[src/rtl/fetch_unit.sv]
// Instruction-fetch front end: owns the fetch PC, issues 1-cycle-latency imem reads,
// and buffers returned words in a small circular queue that forms the IF/ID boundary.
module fetch_unit #(
    parameter int unsigned     XLEN     = 64,
    parameter logic [XLEN-1:0] RESET_PC = '0,
    parameter int unsigned     QDEPTH   = 2
) (
    input  logic            clk,
    input  logic            reset,
    output logic            imem_req,
    output logic [XLEN-1:0] imem_addr,
    input  logic [31:0]     imem_rdata,
    input  logic            stall_i,
    input  logic            redirect_valid,
    input  logic [XLEN-1:0] redirect_pc,
    output logic            if_id_valid,
    output logic [XLEN-1:0] if_id_pc,
    output logic [31:0]     if_id_inst,
    output logic [XLEN-1:0] debug_pc
);

    localparam int unsigned PW = (QDEPTH > 1) ? $clog2(QDEPTH) : 1;
    // Wide enough to hold count + inflight without overflow.
    localparam int unsigned CW = $clog2(QDEPTH + 2) + 1;

    logic [XLEN-1:0] pc_f;
    logic            inflight;
    logic [XLEN-1:0] inflight_pc;
    logic [PW-1:0]   head;
    logic [PW-1:0]   tail;
    logic [CW-1:0]   count;

    logic [XLEN-1:0] pc_q   [QDEPTH];
    logic [31:0]     inst_q [QDEPTH];

    logic            deq;
    logic            enq;
    logic [CW-1:0]   occ;
    logic [PW-1:0]   head_n;
    logic [PW-1:0]   tail_n;
    logic [CW-1:0]   count_n;
    logic [XLEN-1:0] pc_f_n;
    logic [XLEN-1:0] nxt_pc;
    logic [31:0]     nxt_inst;

    function automatic logic [PW-1:0] ptr_inc(input logic [PW-1:0] p);
        return (p == PW'(QDEPTH - 1)) ? '0 : p + PW'(1);
    endfunction

    assign imem_addr = pc_f;
    assign debug_pc  = pc_f;

    // Request throttle, queue pointer updates and the entry that becomes the next head.
    always_comb begin
        deq      = if_id_valid && !stall_i;
        enq      = inflight && !redirect_valid;
        occ      = count + CW'(inflight) - CW'(deq);
        imem_req = !reset && !redirect_valid && (occ < CW'(QDEPTH));
        head_n   = deq ? ptr_inc(head) : head;
        tail_n   = enq ? ptr_inc(tail) : tail;
        count_n  = count + CW'(enq) - CW'(deq);
        pc_f_n   = imem_req ? pc_f + XLEN'(4) : pc_f;
        nxt_pc   = pc_q[head_n];
        nxt_inst = inst_q[head_n];
        // Queue drains to empty this cycle, so the arriving word becomes the head.
        if ((count - CW'(deq)) == '0) begin
            nxt_pc   = inflight_pc;
            nxt_inst = imem_rdata;
        end
        if (redirect_valid) begin
            head_n  = '0;
            tail_n  = '0;
            count_n = '0;
            pc_f_n  = redirect_pc & ~XLEN'(3);
        end
    end

    always_ff @(posedge clk) begin
        if (reset) begin
            pc_f        <= RESET_PC;
            inflight    <= 1'b0;
            inflight_pc <= '0;
            head        <= '0;
            tail        <= '0;
            count       <= '0;
            if_id_valid <= 1'b0;
            if_id_pc    <= '0;
            if_id_inst  <= '0;
        end else begin
            pc_f        <= pc_f_n;
            inflight    <= imem_req;
            if (imem_req) begin
                inflight_pc <= pc_f;
            end
            head        <= head_n;
            tail        <= tail_n;
            count       <= count_n;
            if_id_valid <= (count_n != '0);
            // Outputs hold their last entry while the queue is empty.
            if (count_n != '0) begin
                if_id_pc   <= nxt_pc;
                if_id_inst <= nxt_inst;
            end
        end
    end

    always_ff @(posedge clk) begin
        if (!reset && enq) begin
            pc_q[tail]   <= inflight_pc;
            inst_q[tail] <= imem_rdata;
        end
    end

endmodule

[config.mk]
export PLATFORM = sky130hd
export DESIGN_NAME = fetch_unit
export DESIGN_NICKNAME = d
export VERILOG_FILES = /design/src/rtl/fetch_unit.sv
export SDC_FILE = /design/constraint.sdc
export NUM_CORES = 1
export LEC_CHECK = 0
export CAP_MARGIN = 10
export CELL_PAD_IN_SITES_DETAIL_PLACEMENT = 1
export CELL_PAD_IN_SITES_GLOBAL_PLACEMENT = 1
export CORE_MARGIN = 4
export CORE_UTILIZATION = 41
export CTS_CLUSTER_SIZE = 20
export DETAILED_ROUTE_END_ITERATION = 6
export PLACE_DENSITY = 0.76
export SLEW_MARGIN = 40
export SYNTH_ARGS = -nofsm -noshare
export SYNTH_HDL_FRONTEND = slang
export SYNTH_SLANG_ARGS = --single-unit
[constraint.sdc]
create_clock -name clk -period 14.9 [get_ports clk]
set_input_delay 4.47 -clock clk [delete_from_list [all_inputs] [get_ports clk]]
set_output_delay 4.47 -clock clk [all_outputs]
set_load 0.01 [all_outputs]
==> qor.csv <==
stage,metric,value,unit
drt,drt_wl_total,55620,um
cts,cts_tree,built,
placement,place_hpwl,35460,um
global_routing,first_global_vias,13671,
cts,hold_buffers,0,
floorplan,die_x,213.8,um
outcome,status,"complete, no violations",
worst_hold_path,hold_depth,1,
synthesis,yosys_register_bits,413,
synthesis,yosysSeqAreaShare,0.5846,
synthesis,synth_area_per_cell,11.64,um^2
synthesis,synth_edf_count,188,
cts,cts_buffer_depth,3,
sta,setup-tns-final,0,ps
floorplan,io_pins,326,
cts,cts_inserted_buffers,45,
synthesis,syn_inst,1491,
global_routing,grt_usage,0.2363,
global_routing,grt_pass1_wl,83230,um
cts,h-tree-depth,2,
setup_path,r2r_setup_slack,10800,ps
sta,fin_crit,12280,ps
worst_hold_path,hp-class,reg -> reg,
floorplan,die_y,213.8,um
floorplan,die_area,45700,um^2
cts,numClockSinks,413,
cts,cts.clk_slew.worst_paths,60,ps
setup_path,arrival,7810,ps
setup_path,end_kind,primary output,
drt,postRouteAntennaNets,0,
sta,hold_violations,0,
placement,io_buffer_count,317,
floorplan,num_rows,75,
setup_path,ff2ff_path_depth,11,
drt,vias_per_cell,5.746,
synthesis,synth_cell_types,59,
floorplan,initial_core_util,0.4139,
sta,worst_pin_slew,835.9,ps
worst_hold_path,whs_endpoint,if_id_pc[42],
sta,skew,25.97,ps
global_routing,grt-ovfl-total,0,
global_routing,grt_max_degree,80,
finish,fin_util,0.5266,
drt,drtIter0Drc,952,
synthesis,yosys_warnings,0,
finish,area_delta_synth_final,27.24,%
synthesis,synth.cell_area,17360,um^2
drt,drt-pass1-iter-count,5,
floorplan,core_area,41950,um^2
sta,finalSetupViolCount,0,
setup_path,critPathRequiredTime,10430,ps
setup_path,critPathMaxFanout,20,
power_and_ir_drop,p_leak,7.187,nW
job,cap_viol_max_count,0,
placement,gp_congestion,0.8047,
sta,min_period_over_period,0.8244,
setup_path,start_kind,input port,
setup_path,critical_path_class,in -> out,
power_and_ir_drop,ir_drop,0.00006848,V
sta,drv_slew,0,
sta,max-slew-margin-rel,0.4407,
finish,nets,1811,
drt,drc,0,
drt,wl_per_cell,24.33,um
global_routing,antenna_found_initial,4,
setup_path,r2r-end,debug_pc[8],
sta,rsz0062_at_grt,no,
sta,fmaxAchievable,0.08141,GHz
power_and_ir_drop,pwr_density_cell,125.5,nW/um^2
cts,clock_latency,570,ps
cts,cts_setup_buffers,0,
drt,routed-via-count,13135,
synthesis,postSynth.asyncResetShare,0,
finish,drive_gt1_frac,0.1147,
worst_hold_path,min-delay-start,if_id_pc[42],
setup_path,worstReg2RegStart,if_id_valid,
synthesis,synthFlopType,dfxtp_1,
cts,cts-root-buf,clkbuf_16,
cts,ctsResizeCount,0,
==> layout by cell type, fill, tap and decap left out, types with 8 or more instances in the layout <==
cell	instances
clkdlybuf4s50_1	315
dfxtp_1	225
edfxtp_1	188
nand2_1	182
mux2_2	100
mux2i_1	96
o2bb2ai_1	94
a21oi_1	88
clkbuf_16	47
nor2_1	37
nand4_1	32
nand3_1	32
or4_1	21
nor4_1	19
a31oi_1	18
and2_1	16
xnor2_1	14
and3_1	14
clkbuf_1	13
o21ai_0	12
buf_4	12
and4_1	10
or3_1	10
a211oi_1	9
a311oi_1	9
nor3_1	9
inv_1	8
==> worst max-delay path, cell delays in order <==
cell and delay, ps:
clkdlybuf4s50_1 420, nor2b_2 480, xor2_1 250, nand2_1 100, fa_1 380, xnor3_1 380, nand3_4 280, inv_2 410
clkdlybuf4s50_1 620
==> synthesized netlist by cell type (11+ instances only) <==
master | instances | share of area
and2_1 | 16 | 0.0058
or4_1 | 21 | 0.0091
edfxtp_1 | 188 | 0.33
o21ai_0 | 12 | 0.0035
mux2i_1 | 96 | 0.055
a21oi_1 | 89 | 0.026
xnor2_1 | 15 | 0.0076
buf_1 | 19 | 0.0041
nor4_1 | 19 | 0.0068
nand4_1 | 32 | 0.012
nand3_1 | 33 | 0.0095
nor2_1 | 37 | 0.0080
nand2_1 | 183 | 0.040
dfxtp_1 | 225 | 0.26
buf_4 | 68 | 0.029
and3_1 | 15 | 0.0054
o2bb2ai_1 | 94 | 0.047
or3_1 | 11 | 0.0040
mux2_2 | 100 | 0.065
a31oi_1 | 18 | 0.0065
clkbuf_1 | 82 | 0.018
==> per-layer routing <==
layer	vias up	track usage	routed length, um
met5	-	0	11
met4	2	0.07107	1388
met3	86	0.04389	3149
met2	446	0.3861	26700
met1	6661	0.3229	24380
li1	5940	-	-
==> flip-flops by register name, summed over array words and instances (netlist names) <==
name / cells
tail: 1
inflight: 1
inflight_pc: 62
if_id_pc: 62
count: 3
if_id_inst: 32
head: 1
debug_pc: 62
inst_q: 64
pc_q: 124
if_id_valid: 1
==> how the worst max path moves through the flow <==
| stage | to | startpoint | cells past startpoint | slack (ps) |
|---|---|---|---|---|
| 2_1_floorplan | inst_q[0][0] | redirect_valid | 4 | 2240 |
| 3_3_place_gp | imem_req | stall_i | 9 | 2560 |
| 3_5_place_dp | imem_req | stall_i | 9 | 2450 |
| 4_1_cts | imem_req | stall_i | 9 | 2410 |
| 5_1_grt | imem_req | stall_i | 9 | 2390 |
| 6_report | imem_req | stall_i | 9 | 2620 |
==> metrics by stage <==
stage                     area [um^2]  power, W  std cells  worst slack [ps]  hold WS (ps)
after floorplan                 17380  0.001478       1496              2237         446.6
after global placement          20500  0.001637       2198              2561         443.4
after detailed placement        20550  0.001649       2199              2450         445.2
after CTS                       22070  0.002805       2283              2407         463.6
after global routing            22090  0.002877       2286              2387         476.6
final                           22090  0.002772       2286              2616         459.7
==> kinds of logic after synthesis <==
logic type,share of synthesized area
AOI/OAI and AO/OA,0.1117
DFF,0.5846
buffers and inverters,0.05398
muxes,0.1202
xor gates and xnor gates,0.01139
and+or+nand+nor,0.1141
other,0.0002160
adders and majority gates,0.003748
==> where the power goes <==
group / switching (W) / internal, W / total (W) / leakage (nW)
clock: 0.000453 / 0.000695 / 0.00115 / 0.745
sequential: 0.0000525 / 0.00122 / 0.00128 / 3.59
combinational: 0.000184 / 0.000163 / 0.000346 / 2.85
total: 0.000690 / 0.00208 / 0.00277 / 7.19
==> final cells by class <==
type | instances | area (um^2)
Fill cell | 4320 | 19860
Sequential cell | 413 | 10150
Multi-Input combinational cell | 902 | 6357
Timing Repair Buffer | 335 | 3336
Clock buffer | 66 | 1308
Tap cell | 539 | 674.4
Clock inverter | 18 | 219.0
Inverter | 10 | 37.54
Antenna cell | 3 | 7.507
Note: power is estimated with default switching activity, not from simulation.
